===== src/rtl/ch_inst_sequencer.sv =====
`default_nettype none
// ============================================================================
//  Module      : ch_inst_sequencer
//  Description : Issues the per-channel INST_START / INST_STOP / INST_READOUT
//                pulses from host commands and synchronized channel stop
//                requests, then walks a channel-by-channel readout handshake.
//  Revision    : 1.0 - initial release
// ============================================================================
module ch_inst_sequencer #(
    parameter int NUM_CH        = 8,
    parameter int PULSE_LEN     = 2,
    parameter int SETTLE_CYCLES = 4,
    parameter int SYNC_STAGES   = 2,
    localparam int c_CH_W       = (NUM_CH > 1) ? $clog2(NUM_CH) : 1
) (
    input  logic              clk,
    input  logic              rst,
    input  logic              cmd_start,
    input  logic              cmd_stop,
    input  logic              cmd_readout,
    input  logic              auto_readout,
    input  logic              auto_rearm,
    input  logic [NUM_CH-1:0] stop_request,
    input  logic              rd_ack,
    output logic              inst_start,
    output logic              inst_stop,
    output logic              inst_readout,
    output logic              rd_req,
    output logic [c_CH_W-1:0] rd_ch,
    output logic [NUM_CH-1:0] stop_src,
    output logic [2:0]        seq_state,
    output logic              busy
);

    // State encoding doubles as the debug SEQ_STATE value
    localparam logic [2:0] c_IDLE    = 3'd0;
    localparam logic [2:0] c_START_P = 3'd1;
    localparam logic [2:0] c_RUN     = 3'd2;
    localparam logic [2:0] c_STOP_P  = 3'd3;
    localparam logic [2:0] c_SETTLE  = 3'd4;
    localparam logic [2:0] c_STOPPED = 3'd5;
    localparam logic [2:0] c_RDO_P   = 3'd6;
    localparam logic [2:0] c_RDO_CH  = 3'd7;

    localparam logic [7:0] c_PULSE_LAST  = 8'(PULSE_LEN - 1);
    localparam logic [7:0] c_SETTLE_LAST = (SETTLE_CYCLES > 0) ? 8'(SETTLE_CYCLES - 1) : 8'd0;
    // With no settle time the stop pulse hands straight over to STOPPED
    localparam logic [2:0] c_POST_STOP   = (SETTLE_CYCLES > 0) ? c_SETTLE : c_STOPPED;
    localparam logic [c_CH_W-1:0] c_LAST_CH = c_CH_W'(NUM_CH - 1);

    logic [2:0]        r_state;
    logic [2:0]        w_next;
    logic [7:0]        r_cnt;
    logic [7:0]        w_cnt_next;
    logic [NUM_CH-1:0] r_sync [SYNC_STAGES];
    logic [NUM_CH-1:0] w_sync;
    logic              w_sreq;
    logic              w_pulse_done;
    logic              w_ack;
    logic              r_inst_start;
    logic              r_inst_stop;
    logic              r_inst_readout;
    logic              r_rd_req;
    logic [c_CH_W-1:0] r_rd_ch;
    logic [NUM_CH-1:0] r_stop_src;
    logic              r_busy;

    assign w_sync       = r_sync[SYNC_STAGES-1];
    assign w_sreq       = |w_sync;
    assign w_pulse_done = (r_cnt >= c_PULSE_LAST);
    // An acknowledge only counts while a request is actually outstanding
    assign w_ack        = r_rd_req & rd_ack;

    // Multi-flop synchronizer for the asynchronous channel stop requests
    always_ff @(posedge clk or posedge rst) begin
        if (rst) begin
            for (int i = 0; i < SYNC_STAGES; i++) begin
                r_sync[i] <= '0;
            end
        end else begin
            r_sync[0] <= stop_request;
            for (int i = 1; i < SYNC_STAGES; i++) begin
                r_sync[i] <= r_sync[i-1];
            end
        end
    end

    // Next-state and shared pulse/settle counter decode
    always_comb begin
        w_next = r_state;
        case (r_state)
            c_IDLE:    if (cmd_start) w_next = c_START_P;
            c_START_P: if (w_pulse_done) w_next = c_RUN;
            c_RUN:     if (cmd_stop || w_sreq) w_next = c_STOP_P;
            c_STOP_P:  if (w_pulse_done) w_next = c_POST_STOP;
            c_SETTLE:  if (r_cnt >= c_SETTLE_LAST) w_next = c_STOPPED;
            c_STOPPED: begin
                // Readout wins over a simultaneous re-arm request
                if (cmd_readout || auto_readout) begin
                    w_next = c_RDO_P;
                end else if (cmd_start) begin
                    w_next = c_START_P;
                end
            end
            c_RDO_P:   if (w_pulse_done) w_next = c_RDO_CH;
            c_RDO_CH: begin
                if (w_ack && (r_rd_ch == c_LAST_CH)) begin
                    w_next = auto_rearm ? c_START_P : c_IDLE;
                end
            end
            default:   w_next = c_IDLE;
        endcase

        // Counter restarts on every state change and saturates otherwise
        if (w_next != r_state) begin
            w_cnt_next = 8'd0;
        end else if (r_cnt == 8'hFF) begin
            w_cnt_next = r_cnt;
        end else begin
            w_cnt_next = r_cnt + 8'd1;
        end
    end

    // State, registered pulse outputs, stop snapshot and readout handshake
    always_ff @(posedge clk or posedge rst) begin
        if (rst) begin
            r_state        <= c_IDLE;
            r_cnt          <= 8'd0;
            r_inst_start   <= 1'b0;
            r_inst_stop    <= 1'b0;
            r_inst_readout <= 1'b0;
            r_rd_req       <= 1'b0;
            r_rd_ch        <= '0;
            r_stop_src     <= '0;
            r_busy         <= 1'b0;
        end else begin
            r_state        <= w_next;
            r_cnt          <= w_cnt_next;
            // Pulses decode the next state so they line up with the state flop
            r_inst_start   <= (w_next == c_START_P);
            r_inst_stop    <= (w_next == c_STOP_P);
            r_inst_readout <= (w_next == c_RDO_P);
            r_busy         <= (w_next != c_IDLE) && (w_next != c_STOPPED);

            // Snapshot is zero for a purely host-initiated stop
            if ((r_state == c_RUN) && (w_next == c_STOP_P)) begin
                r_stop_src <= w_sync;
            end

            // Request low on entry and for one cycle after each ack
            if ((r_state == c_RDO_CH) && (w_next == c_RDO_CH)) begin
                r_rd_req <= r_rd_req ? ~rd_ack : 1'b1;
            end else begin
                r_rd_req <= 1'b0;
            end

            if (w_next != c_RDO_CH) begin
                r_rd_ch <= '0;
            end else if ((r_state == c_RDO_CH) && w_ack) begin
                r_rd_ch <= r_rd_ch + c_CH_W'(1);
            end
        end
    end

    assign inst_start   = r_inst_start;
    assign inst_stop    = r_inst_stop;
    assign inst_readout = r_inst_readout;
    assign rd_req       = r_rd_req;
    assign rd_ch        = r_rd_ch;
    assign stop_src     = r_stop_src;
    assign seq_state    = r_state;
    assign busy         = r_busy;

endmodule
`default_nettype wire


===== config.mk =====
export PLATFORM = sky130hd
export DESIGN_NAME = ch_inst_sequencer
export DESIGN_NICKNAME = d
export VERILOG_FILES = /design/src/rtl/ch_inst_sequencer.sv
export SDC_FILE = /design/constraint.sdc
export NUM_CORES = 1
export LEC_CHECK = 0
export BUFFER_PORTS_ARGS = -buffer_cell sky130_fd_sc_hd__buf_2
export CAP_MARGIN = 5
export CORE_MARGIN = 1
export CORE_UTILIZATION = 50
export CTS_CLUSTER_SIZE = 24
export DETAILED_ROUTE_END_ITERATION = 12
export PLACE_DENSITY_LB_ADDON = 0.12
export SLEW_MARGIN = 20
export SYNTH_ARGS = -nofsm -noshare
export SYNTH_HDL_FRONTEND = slang
export SYNTH_SLANG_ARGS = --single-unit

===== constraint.sdc =====
create_clock -name clk -period 2.7 [get_ports clk]
set_input_delay 0 -clock clk [delete_from_list [all_inputs] [get_ports clk]]
set_output_delay 0 -clock clk [all_outputs]
set_load 0.05 [all_outputs]

Yosys cells after proc, flatten, opt, wreduce, memory -nomap -nowiden

Index checks and enable logic that the tools add are counted.
Widths: inputs -> output; s select.

Register bits: 43
Input bits: 16

$add $sub $neg: 2
Magnitude comparators: 2
Eq/ne operators: 17
Multiplexer cells: 16
Bitwise gates (word level): 2
Reduce and logical (&&, ||, !) cells: 11

Operator list:

| kind                | count |
|---|---|
| $mux 3              | 10 |
| $pmux 3 s8          | 1 |
| $eq 3x3->1 const B  | 7 |
| $mux 8              | 2 |
| $eq 3x2->1 const B  | 3 |
| $add 8x1->8 const B | 1 |
| $eq 8x8->1 const B  | 1 |
| $ge 8x1->1 const B  | 1 |
| $ge 8x2->1 const B  | 1 |
| $reduce_or 8->1     | 1 |
| $eq 3x1->1 const B  | 2 |
| $ne 3x3->1 const B  | 2 |
| $logic_and 1x1->1   | 5 |
| $add 3x1->3 const B | 1 |
| $logic_not 3->1     | 1 |
| $mux 1              | 3 |
| $ne 3x3->1          | 1 |
| $reduce_bool 3->1   | 1 |
| $logic_or 1x1->1    | 2 |
| $ne 2x2->1 const B  | 1 |
| $reduce_bool 2->1   | 1 |
| $and 1x1->1         | 1 |
| $not 1->1           | 1 |

Longest topological paths before layout

Gate-level depths: netlist of run 1.

Depth in word-level cells: 7
Depth in mapped cells: 8

Worst setup path before layout of run 1

Ideal clock, no wire load.

Path type: register -> register
Start: reg r_cnt[0]
End: reg r_rd_ch[2], in the netlist rd_ch[2]
Data arrival time: 2095 ps
Data required time: 2627 ps
Setup slack: 533 ps
Stages on the path, launching flop included: 9
Path buffers: 0
Period minus slack after synthesis: 2167 ps
Path through: dfrtp_1 > inv_1 > ha_1 > or4b_4 > o21ba_1 > or4_4 > clkinv_4 > nand3_4 > nor2_1

Word-level cells in the longest chain between the ends: 5

Ends and longest elaborated chain:

| item                                        | line   | text |
|---|---|---|
| start: declaration                          | 53     | `logic [7:0] r_cnt;` |
| start signal: assignment                    | 138    | `r_cnt <= w_cnt_next;` |
| $ge 8x1->1 or $ge 8x2->1 (tied branches)    | 70, 96 |  |
| $mux 3, on equally long branches            | n/a    |  |
| $pmux 3 s8 *                                | 91     | `case (r_state)` |
| net w_next[1]                               | 52     | `logic [2:0] w_next;` |
| $ne 3x3->1 *                                | 157    | `if (w_next != c_RDO_CH) begin` |
| $mux 3 or $reduce_bool 2->1 (tied branches) | n/a    |  |
| end signal: assignment                      | 160    | `r_rd_ch <= r_rd_ch + c_CH_W'(1);` |
| end: declaration                            | 64     | `logic [c_CH_W-1:0] r_rd_ch;` |

Mark *: on every way through the listed nets, which the timed path passes. The rest lies on a longest branch.
A chain may end at the register's enable or synchronous reset.

Worst setup path in the final report of run 1

Start: reg r_cnt[0]
End: reg r_rd_ch[1], in the netlist rd_ch[1]

The elaborated chain is that of the path after synthesis.

==> results of run 1 <==
## final timing paths
| check | start | endpoint | slack [ps] | depth (start not counted) |
|---|---|---|---|---|
| worst max-delay path | r_cnt[0] | rd_ch[1] | 410 | 8 |
| worst min-delay path | cmd_start | seq_state[0] | 290 | 4 |
| worst max register to register | r_cnt[0] | rd_ch[1] | 410 | 8 |
| worst min register to register | r_sync[10] | w_sync[2] | 350 | 0 |
| max in group asynchronous | rst | seq_state[2] | 1980 | 4 |
| min in group asynchronous | rst | stop_src[4] | 370 | 4 |
## logic make-up (layout without fill, tap and decap cells)
group / Yosys count / count (layout) / share of synthesized area (%)
compound gates: 16 / 16 / 7.33
xor+xnor: 5 / 5 / 2.35
fa+ha+maj: 5 / 5 / 3.36
buf+inv: 8 / 58 / 1.88
flops: 43 / 43 / 57.8
mux: 12 / 12 / 6.99
simple gates: 61 / 61 / 20.2
## routing by layer
metal,global-route usage [%],up-vias,wire [um]
met5,0,-,0
met4,7.85,0,61
met3,4.74,8,124
met2,32.8,27,1720
met1,25.1,677,1510
li1,-,634,-
## registers in the layout, summed over array words and instances, names as in the netlist
signal	flops
inst_readout	1
rd_ch	3
r_sync	8
w_sync	8
r_cnt	8
rd_req	1
seq_state	3
busy	1
inst_stop	1
stop_src	8
inst_start	1
## cell usage after synthesis (all sizes together) (2+ instances only)
| cell | instances | area share, % |
|---|---|---|
| a21oi | 2 | 0.54 |
| and4 | 2 | 0.94 |
| clkbuf | 3 | 0.61 |
| dfrtp | 43 | 58 |
| ha | 5 | 3.4 |
| inv | 4 | 0.81 |
| mux2 | 8 | 4.8 |
| mux2i | 4 | 2.2 |
| nand2 | 6 | 1.2 |
| nand2b | 3 | 1.0 |
| nand3 | 8 | 2.8 |
| nand3b | 3 | 1.2 |
| nor2 | 18 | 3.6 |
| nor3 | 3 | 0.81 |
| nor3b | 3 | 1.2 |
| nor4 | 2 | 0.67 |
| nor4b | 3 | 1.7 |
| o2111ai | 2 | 0.94 |
| o21ai | 3 | 0.81 |
| or4 | 2 | 1.2 |
| xnor2 | 5 | 2.4 |
## layout make-up
type                       count  share of cell area, %
sequential                    43                   47.1
timing repair buffer          45                   12.2
inverter                       5                   1.04
clock inverter                 2                  0.712
tap                           46                   2.52
clock buffer                   6                   3.62
multi-input combinational     99                   32.8
## report_power, final
part | total [uW] | internal, uW | switching (uW)
registers | 923 | 786 | 137
clock network | 436 | 209 | 228
logic | 1090 | 371 | 715
total | 2450 | 1370 | 1080
## stage by stage
step | instance area (um2) | util [%] | total power [uW]
floorplan | 1860 | - | 1780
global route | 2280 | 66.3 | 2600
global placement | 2080 | 60.6 | 1990
finish | 2280 | 66.3 | 2450
detailed placement | 2080 | 60.6 | 2020
CTS | 2280 | 66.3 | 2470
## critical path, stage by stage, from the launching register on
cell and delay [ps]:
sky130_fd_sc_hd__dfrtp_1 430, sky130_fd_sc_hd__inv_1 110, sky130_fd_sc_hd__ha_1 160, sky130_fd_sc_hd__or4b_4 480, sky130_fd_sc_hd__o21ba_1 200, sky130_fd_sc_hd__or4_4 580, sky130_fd_sc_hd__clkinv_4 80, sky130_fd_sc_hd__nand3_4 80
sky130_fd_sc_hd__nor2_1 100
## timing repair
| item | in CTS | in global routing |
|---|---|---|
| hold buffers | 10 | 0 |
| endpoints found under the setup margin | 0 | 0 |
| hold endpoints to repair | 52 | 0 |
==> parameters.txt, run 1 <==
Parameter                              Value

Yosys
  Top flip-flop cell by instance count after synthesis ... sky130_fd_sc_hd__dfrtp_1
  Post-Synthesis Net Count ... 171
  Post-Syn Area ... 1860 um2
  Post-synthesis async set-or-reset flop share ... 100%
  YS warnings ... 0
  Distinct cells, synth ... 42
  Post-synth EDFFs ... 0
  Mean post-synth cell area ... 12.4 um2
  Gate count of the mapped netlist ... 150
  Fraction of the yosys area taken by sequential cells ... 57.8%
  Number of synthesized register bits ... 43

Pwr
  Maximum VDD drop ... 0.613 mV
  Power density of the placed cells ... 1070 nW/um2
  Leakage Power ... 0.00103 uW

Route
  Vias per Instance ... 5.47
  Total vias in the final route ... 1346
  Wirelength per Cell ... 13.9 um
  Remaining number of nets flagged by the antenna check after routing ... 0
  1st-iter DRT viols ... 31
  First-pass DRT Iterations ... 4
  DRC violations left ... 0
  Total routed wirelength ... 3.42 mm

Place
  Number of placed instances with taps included ... 228
  Final Wtd Congestion ... 0.743
  Dpl hpwl ... 2.40 mm
  I/O Buffers ... 34
  Worst setup timing slack at the placement stage ... 425 ps

Clocking
  Clock network latency to the later pin of the worst-skew pair ... 300 ps
  Master cell of the clock root buffer ... sky130_fd_sc_hd__clkbuf_8
  CTS tree ... built
  Clock transition time at the flip-flop clock pins of the worst setup and hold paths ... 90 ps
  Number of buffers created by CTS ... 5
  Count of instances resized after the clock tree is built ... 0
  Sinks on Clock Net ... 43
  Number of buffers added for setup after CTS ... 0
  Worst-case clock buffer depth ... 2
  H-tree levels ... 2

Timing
  Slew @ Worst Pin ... 614 ps
  Fin Hold WS ... 292 ps
  Final hold violations ... 0
  Number of endpoints failing setup at the final stage ... 0
  Sum of negative setup slack ... 0 ps
  Max frequency ... 436 MHz
  Clock period minus final worst setup slack ... 2290 ps
  Worst setup margin ... 405 ps
  Clk_skew ... 8.48 ps
  Slew margin rel. ... 59.0%
  RSZ-0062 raised after global routing ... false
  Share of the clock period used by the worst path after layout ... 85.0%
  Max Transition Viols Final ... 0

Setup path
  Startpoint-to-endpoint class of the critical path ... reg -> reg
  Max FO, Critical Path ... 5
  Critical path launch point type ... register
  Category of the worst setup path capture point ... register
  WP data arrival ... 2530 ps
  Worst EP required ... 2930 ps

Die
  Die boundary height ... 63 um
  Number of placed I/O pins ... 35
  Initial core utilization ... 54.1%
  Number of placement rows ... 21
  Area of the die ... 3970 um2
  Area of the core region ... 3440 um2
  Floorplan die width ... 63 um

Global route
  Total overflow reported by the global router ... 0
  Wire length of the first global-routing pass ... 6.04 mm
  Via count of the first global-routing pass ... 1388
  Antenna violations before repair ... 0
  Overall global routing resource usage ... 19.9%
  Pin count of the biggest net entering global routing ... 44

Cells and area
  Multi-input combinational cell area ... 749 um2
  Nets ... 220
  Register area ... 1080 um2
  Antenna cell count ... 0
  Fraction of final layout cells sized beyond drive strength 1 ... 33.0%
  Fill cell count ... 268
  Leading cell types in the layout, fill and taps excluded ... sky130_fd_sc_hd__dfrtp_1 (43), sky130_fd_sc_hd__buf_2 (34), sky130_fd_sc_hd__nor2_1 (18)
  Layout area overhead ... 22.7%
  Final std cells w/o fill ... 246
  Most common cell after layout, fill and taps aside ... sky130_fd_sc_hd__dfrtp_1

Status
  Status ... finished, final reports clean

Worst hold path
  Type of the most critical hold path ... in -> reg

Flow run
  Max-cap violations ... 0
(Power assumes the default switching activity.)
==> inputs of run 2 (changes only) <==
clock period = 2.2 ns   (was 2.7 ns; I/O delays follow)
==> run 2 against run 1 <==
Count of clock-buffer cells in the layout unchanged. Clock skew fell by 5.5 ps. Flip-flop and latch count stayed put. Critical endpoint is now r_cnt[2].
==> parameters.txt, run 2 (synthesis gave the netlist of run 1 again) <==
Parameter                              Value

Status
  Status ... finished, final reports clean (unchanged)

Timing
  Sum of negative setup slack ... 0 ps (unchanged)
  RSZ-0062 raised after global routing ... true (was false)
  Share of the clock period used by the worst path after layout ... 96.2% (was 85.0%)
  Final hold violations ... 0 (unchanged)
  Max frequency ... 473 MHz (was 436 MHz)
  Slew @ Worst Pin ... 518 ps (was 614 ps)
  Max Transition Viols Final ... 0 (unchanged)
  Slew margin rel. ... 65.5% (was 59.0%)
  Number of endpoints failing setup at the final stage ... 0 (unchanged)
  Fin Hold WS ... 301 ps (was 292 ps)
  Clk_skew ... 3.03 ps (was 8.48 ps)
  Clock period minus final worst setup slack ... 2120 ps (was 2290 ps)

Clocking
  Number of buffers created by CTS ... 5 (unchanged)
  Clock network latency to the later pin of the worst-skew pair ... 290 ps (was 300 ps)
  Worst-case clock buffer depth ... 2 (unchanged)
  H-tree levels ... 2 (unchanged)
  CTS tree ... built (unchanged)
  Master cell of the clock root buffer ... sky130_fd_sc_hd__clkbuf_8 (unchanged)
  Sinks on Clock Net ... 43 (unchanged)
  Clock transition time at the flip-flop clock pins of the worst setup and hold paths ... 80 ps (was 90 ps)

Flow run
  Max-cap violations ... 0 (unchanged)

Setup path
  Slowest cell delay on critical path ... 590 ps (was 580 ps)
  Critical path launch point type ... register (unchanged)
  Max FO, Critical Path ... 7 (was 5)
  Worst EP required ... 2410 ps (was 2930 ps)
  WP data arrival ... 2320 ps (was 2530 ps)
  Critical path, cell by cell ... or4_4 > a211o_1 > a221oi_2 > a211oi_4 > nor4b_2 (was inv_1 > ha_1 > or4b_4 > o21ba_1 > or4_4 > clkinv_4 > nand3_4 > nor2_1)
  Sum of buffers and inverters on the critical path ... 0 (was 2)
  Kind of cell with the highest combined delay on the critical path ... simple AND/OR/NAND/NOR gates (unchanged)
  Startpoint-to-endpoint class of the critical path ... reg -> reg (unchanged)
  Category of the worst setup path capture point ... register (unchanged)
  Critical path's slowest cell ... sky130_fd_sc_hd__or4_4 (unchanged)

Place
  Final Wtd Congestion ... 0.762 (was 0.743)
  I/O Buffers ... 34 (unchanged)
  Number of placed instances with taps included ... 238 (was 228)
  Dpl hpwl ... 2.44 mm (was 2.40 mm)

Route
  DRC violations left ... 0 (unchanged)
  Vias per Instance ... 5.34 (was 5.47)
  First-pass DRT Iterations ... 4 (unchanged)
  Remaining number of nets flagged by the antenna check after routing ... 0 (unchanged)
  Total routed wirelength ... 3.58 mm (was 3.42 mm)
  Total vias in the final route ... 1373 (was 1346)
  Wirelength per Cell ... 13.9 um (about the same)
  1st-iter DRT viols ... 42 (was 31)

Global route
  Pin count of the biggest net entering global routing ... 44 (unchanged)
  Antenna violations before repair ... 0 (unchanged)
  Total overflow reported by the global router ... 0 (unchanged)
  Wire length of the first global-routing pass ... 5.98 mm (was 6.04 mm)
  Overall global routing resource usage ... 19.6% (was 19.9%)
  Via count of the first global-routing pass ... 1324 (was 1388)

Die
  Area of the die ... 3970 um2 (unchanged)
  Floorplan die width ... 63 um (unchanged)
  Initial core utilization ... 54.1% (unchanged)
  Area of the core region ... 3440 um2 (unchanged)
  Number of placement rows ... 21 (unchanged)
  Die boundary height ... 63 um (unchanged)
  Number of placed I/O pins ... 35 (unchanged)

Pwr
  Total Power Consumption ... 3170 uW (was 2450 uW)
  Maximum VDD drop ... 0.812 mV (was 0.613 mV)
  Power density of the placed cells ... 1340 nW/um2 (was 1070 nW/um2)
  Leakage Power ... 0.00109 uW (was 0.00103 uW)

Cells and area
  Fraction of final layout cells sized beyond drive strength 1 ... 37.0% (was 33.0%)
  Nets ... 231 (was 220)
  Final std cells w/o fill ... 257 (was 246)
  Leading cell types in the layout, fill and taps excluded ... sky130_fd_sc_hd__dfrtp_1 (43), sky130_fd_sc_hd__buf_2 (34), sky130_fd_sc_hd__nor2_1 (17) (was sky130_fd_sc_hd__dfrtp_1 (43), sky130_fd_sc_hd__buf_2 (34), sky130_fd_sc_hd__nor2_1 (18))
  Register area ... 1080 um2 (unchanged)
  Antenna cell count ... 0 (unchanged)
  Layout area overhead ... 27.7% (was 22.7%)
  Most common cell after layout, fill and taps aside ... sky130_fd_sc_hd__dfrtp_1 (unchanged)
  Multi-input combinational cell area ... 759 um2 (was 749 um2)
  Fill cell count ... 270 (was 268)

Worst hold path
  Type of the most critical hold path ... in -> reg (unchanged)
[run 2: cell types whose count changed in the layout (fill, tap and decap cells not counted), sizes merged]
| cell | change |
|---|---|
| buf | +11 |
[run 2: worst paths after layout]
kind                             from           end  slack, ps  cells after the start
min in group asynchronous         rst   stop_src[1]        420                      4
setup reg to reg             r_cnt[7]      r_cnt[2]         80                      5
setup / recovery             r_cnt[7]      r_cnt[2]         80                      5
max in group asynchronous         rst    r_sync[10]       1430                      4
hold / removal              cmd_start  seq_state[0]        300                      4
hold reg to reg            r_sync[13]     w_sync[5]        350                      0
[run 2: per-stage QoR]
step / cell area (um2) / utilization [%] / setup WS, ps
2_1_floorplan: 1860 / - / 32.8
3_3_place_gp: 2160 / 62.7 / 54.7
3_5_place_dp: 2160 / 62.7 / -1.26
4_1_cts: 2360 / 68.5 / 51.6
5_1_grt: 2380 / 69.0 / -33.8
6_report: 2380 / 69.0 / 83.7
[run 2: what timing repair did]
action / in CTS / in global routing
pin swaps: 1 / 3
buffers inserted: 0 / 1
endpoints found under the hold margin: 52 / 0
hold buffers: 10 / 0
gates resized for setup: 0 / 2
endpoints found under the setup margin: 3 / 5
cloned: 0 / 0
[run 2: metal layers]
| layer | GRT usage, % | part of all wire (%) | vias to the layer above |
|---|---|---|---|
| met1 | 26.3 | 46 | 674 |
| met3 | 4.56 | 3.1 | 4 |
| li1 | - | - | 662 |
| met5 | 0 | 0 | - |
| met4 | 5.23 | 0.78 | 0 |
| met2 | 31.7 | 50 | 33 |
[run 2: cell type report]
class | instances | area share (%)
clock inverters | 2 | 0.685
well taps | 46 | 2.42
multi-input cells | 99 | 32.0
clock buffers | 6 | 3.48
inverters | 5 | 1.00
flip-flops and latches | 43 | 45.3
repair buffers | 56 | 15.2
[run 2: power breakdown]
group          switching, uW  leakage [uW]  internal, uW
clock network            276     0.0000474           256
registers                117      0.000523           966
logic                    983      0.000518           575
[run 2: worst reg2reg max path, delay by kind of cell (launching register included)]
family	cells	cell delay, ps
DFF	1	430
and+or+nand+nor	2	860
AOI/OAI and AO/OA	3	740
==> inputs of run 3 (changes only) <==
CORE_UTILIZATION = 54   (was 50)
==> run 3 against run 2 <==
Hold slack got worse by 41 ps. Routed wire length rose by 9.1%. First-iteration DRC count rose by 40%. Fmax barely moved. Sequential power barely moved. Largest cell class unchanged.
==> parameters.txt, run 3 (synthesis gave the netlist of run 1 again) <==
Parameter                              Value

Status
  Status ... finished, final reports clean (unchanged)

Route
  Remaining number of nets flagged by the antenna check after routing ... 0 (unchanged)
  First-pass DRT Iterations ... 4 (unchanged)
  DRC violations left ... 0 (unchanged)
  Total routed wirelength ... 3.90 mm (was 3.58 mm)
  Total vias in the final route ... 1375 (was 1373)
  Wirelength per Cell ... 15.3 um (was 13.9 um)
  1st-iter DRT viols ... 59 (was 42)
  Vias per Instance ... 5.39 (was 5.34)

Clocking
  Sinks on Clock Net ... 43 (unchanged)
  Number of buffers created by CTS ... 5 (unchanged)
  Worst-case clock buffer depth ... 2 (unchanged)
  Clock transition time at the flip-flop clock pins of the worst setup and hold paths ... 120 ps (was 80 ps)
  Clock network latency to the later pin of the worst-skew pair ... 350 ps (was 290 ps)
  CTS tree ... built (unchanged)
  H-tree levels ... 2 (unchanged)
  Master cell of the clock root buffer ... sky130_fd_sc_hd__clkbuf_4 (was sky130_fd_sc_hd__clkbuf_8)

Place
  Final Wtd Congestion ... 0.825 (was 0.762)
  Dpl hpwl ... 2.64 mm (was 2.44 mm)
  I/O Buffers ... 34 (unchanged)

Setup path
  Category of the worst setup path capture point ... register (unchanged)
  Startpoint-to-endpoint class of the critical path ... reg -> reg (unchanged)
  Path depth of the worst reg2reg path ... 7 (was 5)
  Worst EP required ... 2460 ps (was 2410 ps)
  Slowest cell delay on critical path ... 410 ps (was 590 ps)
  Critical path, cell by cell ... buf_4 > ha_1 > or2_2 > a211o_1 > a221oi_2 > a211oi_4 > nor4bb_1 (was or4_4 > a211o_1 > a221oi_2 > a211oi_4 > nor4b_2)
  Critical path's slowest cell ... sky130_fd_sc_hd__dfrtp_1 (was sky130_fd_sc_hd__or4_4)
  WP data arrival ... 2370 ps (was 2320 ps)
  Critical path launch point type ... register (unchanged)
  Max FO, Critical Path ... 7 (unchanged)

Timing
  Final hold violations ... 0 (unchanged)
  Max frequency ... 473 MHz (about the same)
  RSZ-0062 raised after global routing ... false (was true)
  Share of the clock period used by the worst path after layout ... 96.1% (was 96.2%)
  Number of endpoints failing setup at the final stage ... 0 (unchanged)
  Slew margin rel. ... 65.8% (was 65.5%)
  Clk_skew ... 13.8 ps (was 3.03 ps)
  Sum of negative setup slack ... 0 ps (unchanged)
  Max Transition Viols Final ... 0 (unchanged)
  Clock period minus final worst setup slack ... 2110 ps (was 2120 ps)
  Slew @ Worst Pin ... 513 ps (was 518 ps)

Pwr
  Combinational share of power ... 49.4% (was 49.1%)
  Switching fraction of total power ... 42.9% (was 43.4%)
  Maximum VDD drop ... 0.998 mV (was 0.812 mV)
  Seq pwr share ... 34.4% (was 34.1%)
  Clock group share of total power ... 16.2% (was 16.8%)
  Leakage Power ... 0.00109 uW (about the same)
  Power density of the placed cells ... 1330 nW/um2 (was 1340 nW/um2)
  Design internal power ... 1800 uW (about the same)
  Switching power total ... 1350 uW (was 1380 uW)

Die
  Number of placed I/O pins ... 35 (unchanged)
  Area of the die ... 3680 um2 (was 3970 um2)
  Initial core utilization ... 59.0% (was 54.1%)
  Floorplan die width ... 60.7 um (was 63 um)
  Die boundary height ... 60.7 um (was 63 um)
  Area of the core region ... 3150 um2 (was 3440 um2)
  Number of placement rows ... 20 (was 21)

Cells and area
  Fraction of final layout cells sized beyond drive strength 1 ... 37.0% (unchanged)
  Nets ... 231 (unchanged)
  Leading cell types in the layout, fill and taps excluded ... sky130_fd_sc_hd__dfrtp_1 (43), sky130_fd_sc_hd__buf_2 (34), sky130_fd_sc_hd__nor2_1 (18) (was sky130_fd_sc_hd__dfrtp_1 (43), sky130_fd_sc_hd__buf_2 (34), sky130_fd_sc_hd__nor2_1 (17))
  Utilization after layout ... 74.9% (was 69.0%)
  Antenna cell count ... 0 (unchanged)
  Most common cell after layout, fill and taps aside ... sky130_fd_sc_hd__dfrtp_1 (unchanged)
  Layout area overhead ... 26.9% (was 27.7%)

Global route
  Overall global routing resource usage ... 23.8% (was 19.6%)
  Via count of the first global-routing pass ... 1386 (was 1324)
  Wire length of the first global-routing pass ... 5.97 mm (was 5.98 mm)
  Total overflow reported by the global router ... 0 (unchanged)
  Pin count of the biggest net entering global routing ... 44 (unchanged)
  Antenna violations before repair ... 0 (unchanged)

Worst hold path
  Hold Path Cell Cnt ... 4 (unchanged)
  Type of the most critical hold path ... in -> reg (unchanged)

Flow run
  Max-cap violations ... 0 (unchanged)
[run 3: cell count changes in the layout (fill, tap and decap cells not counted)]
| cell | delta |
|---|---|
| sky130_fd_sc_hd__nor2_1 | +1 |
| sky130_fd_sc_hd__clkinvlp_4 | -1 |
| sky130_fd_sc_hd__bufinv_16 | +1 |
| sky130_fd_sc_hd__clkinv_4 | -1 |
| sky130_fd_sc_hd__clkbuf_4 | +5 |
| sky130_fd_sc_hd__and4_1 | -1 |
| sky130_fd_sc_hd__nor2_2 | -1 |
| sky130_fd_sc_hd__clkbuf_8 | -5 |
| sky130_fd_sc_hd__and4_4 | +1 |
| sky130_fd_sc_hd__clkinv_2 | +1 |
[run 3: critical path: cells and delay by family (launching register included)]
family / cells / cell delay [ps]
adders and majority gates: 1 / 190
and+or+nand+nor: 2 / 560
AOI/OAI and AO/OA: 3 / 710
buffers and inverters: 1 / 150
DFF: 1 / 410
[run 3: power groups by stage]
stage               clock network (uW)  logic (uW)  registers [uW]
floorplan                            0         633            1550
global placement                     0        1450            1090
detailed placement                   0        1480            1100
CTS                                519        1510            1080
global route                       551        1650            1110
finish                             509        1560            1090
[run 3: routing by layer]
layer	global-route usage, %	up-vias	share of wire (%)
li1	-	657	-
met1	24.6	661	40
met2	43.0	42	52
met3	7.46	15	5.0
met4	12.3	0	3.1
met5	0	-	0
[run 3: worst paths after layout]
| path | startpoint | end | slack, ps |
|---|---|---|---|
| max in group asynchronous | rst | w_sync[3] | 1490 |
| max reg2reg | r_cnt[0] | r_cnt[6] | 90 |
| max | r_cnt[0] | r_cnt[6] | 90 |
| min reg2reg | r_sync[13] | w_sync[5] | 360 |
| min | cmd_start | seq_state[0] | 260 |
| min in group asynchronous | rst | seq_state[0] | 350 |
[run 3: final cells by class]
cell class	count	area, um2
clock buffers	6	51.3
flip-flops and latches	43	1080
well taps	44	55.1
multi-input cells	99	759
repair buffers	56	360
inverters	5	23.8
clock inverters	2	35.0
fillers	231	792
[run 3: through the flow]
stage / hold WS [ps] / setup WS (ps) / total power, uW / std cells / cell area [um2]
after floorplan: 31.4 / 32.8 / 2180 / 150 / 1860
after global placement: 109 / 61.2 / 2530 / 235 / 2150
after detailed placement: 109 / 6.01 / 2580 / 235 / 2150
after CTS: 248 / 20.8 / 3110 / 253 / 2340
after global routing: 260 / 0.921 / 3310 / 255 / 2360
final: 260 / 85.6 / 3150 / 255 / 2360
[run 3: repair_timing]
item                                    4_1_cts  5_1_grt
pin swaps                                     1        4
hold endpoints to repair                     52        0
resized for setup                             0        2
buffers inserted                              0        2
endpoints found under the setup margin        3        3
hold buffers                                 10        0
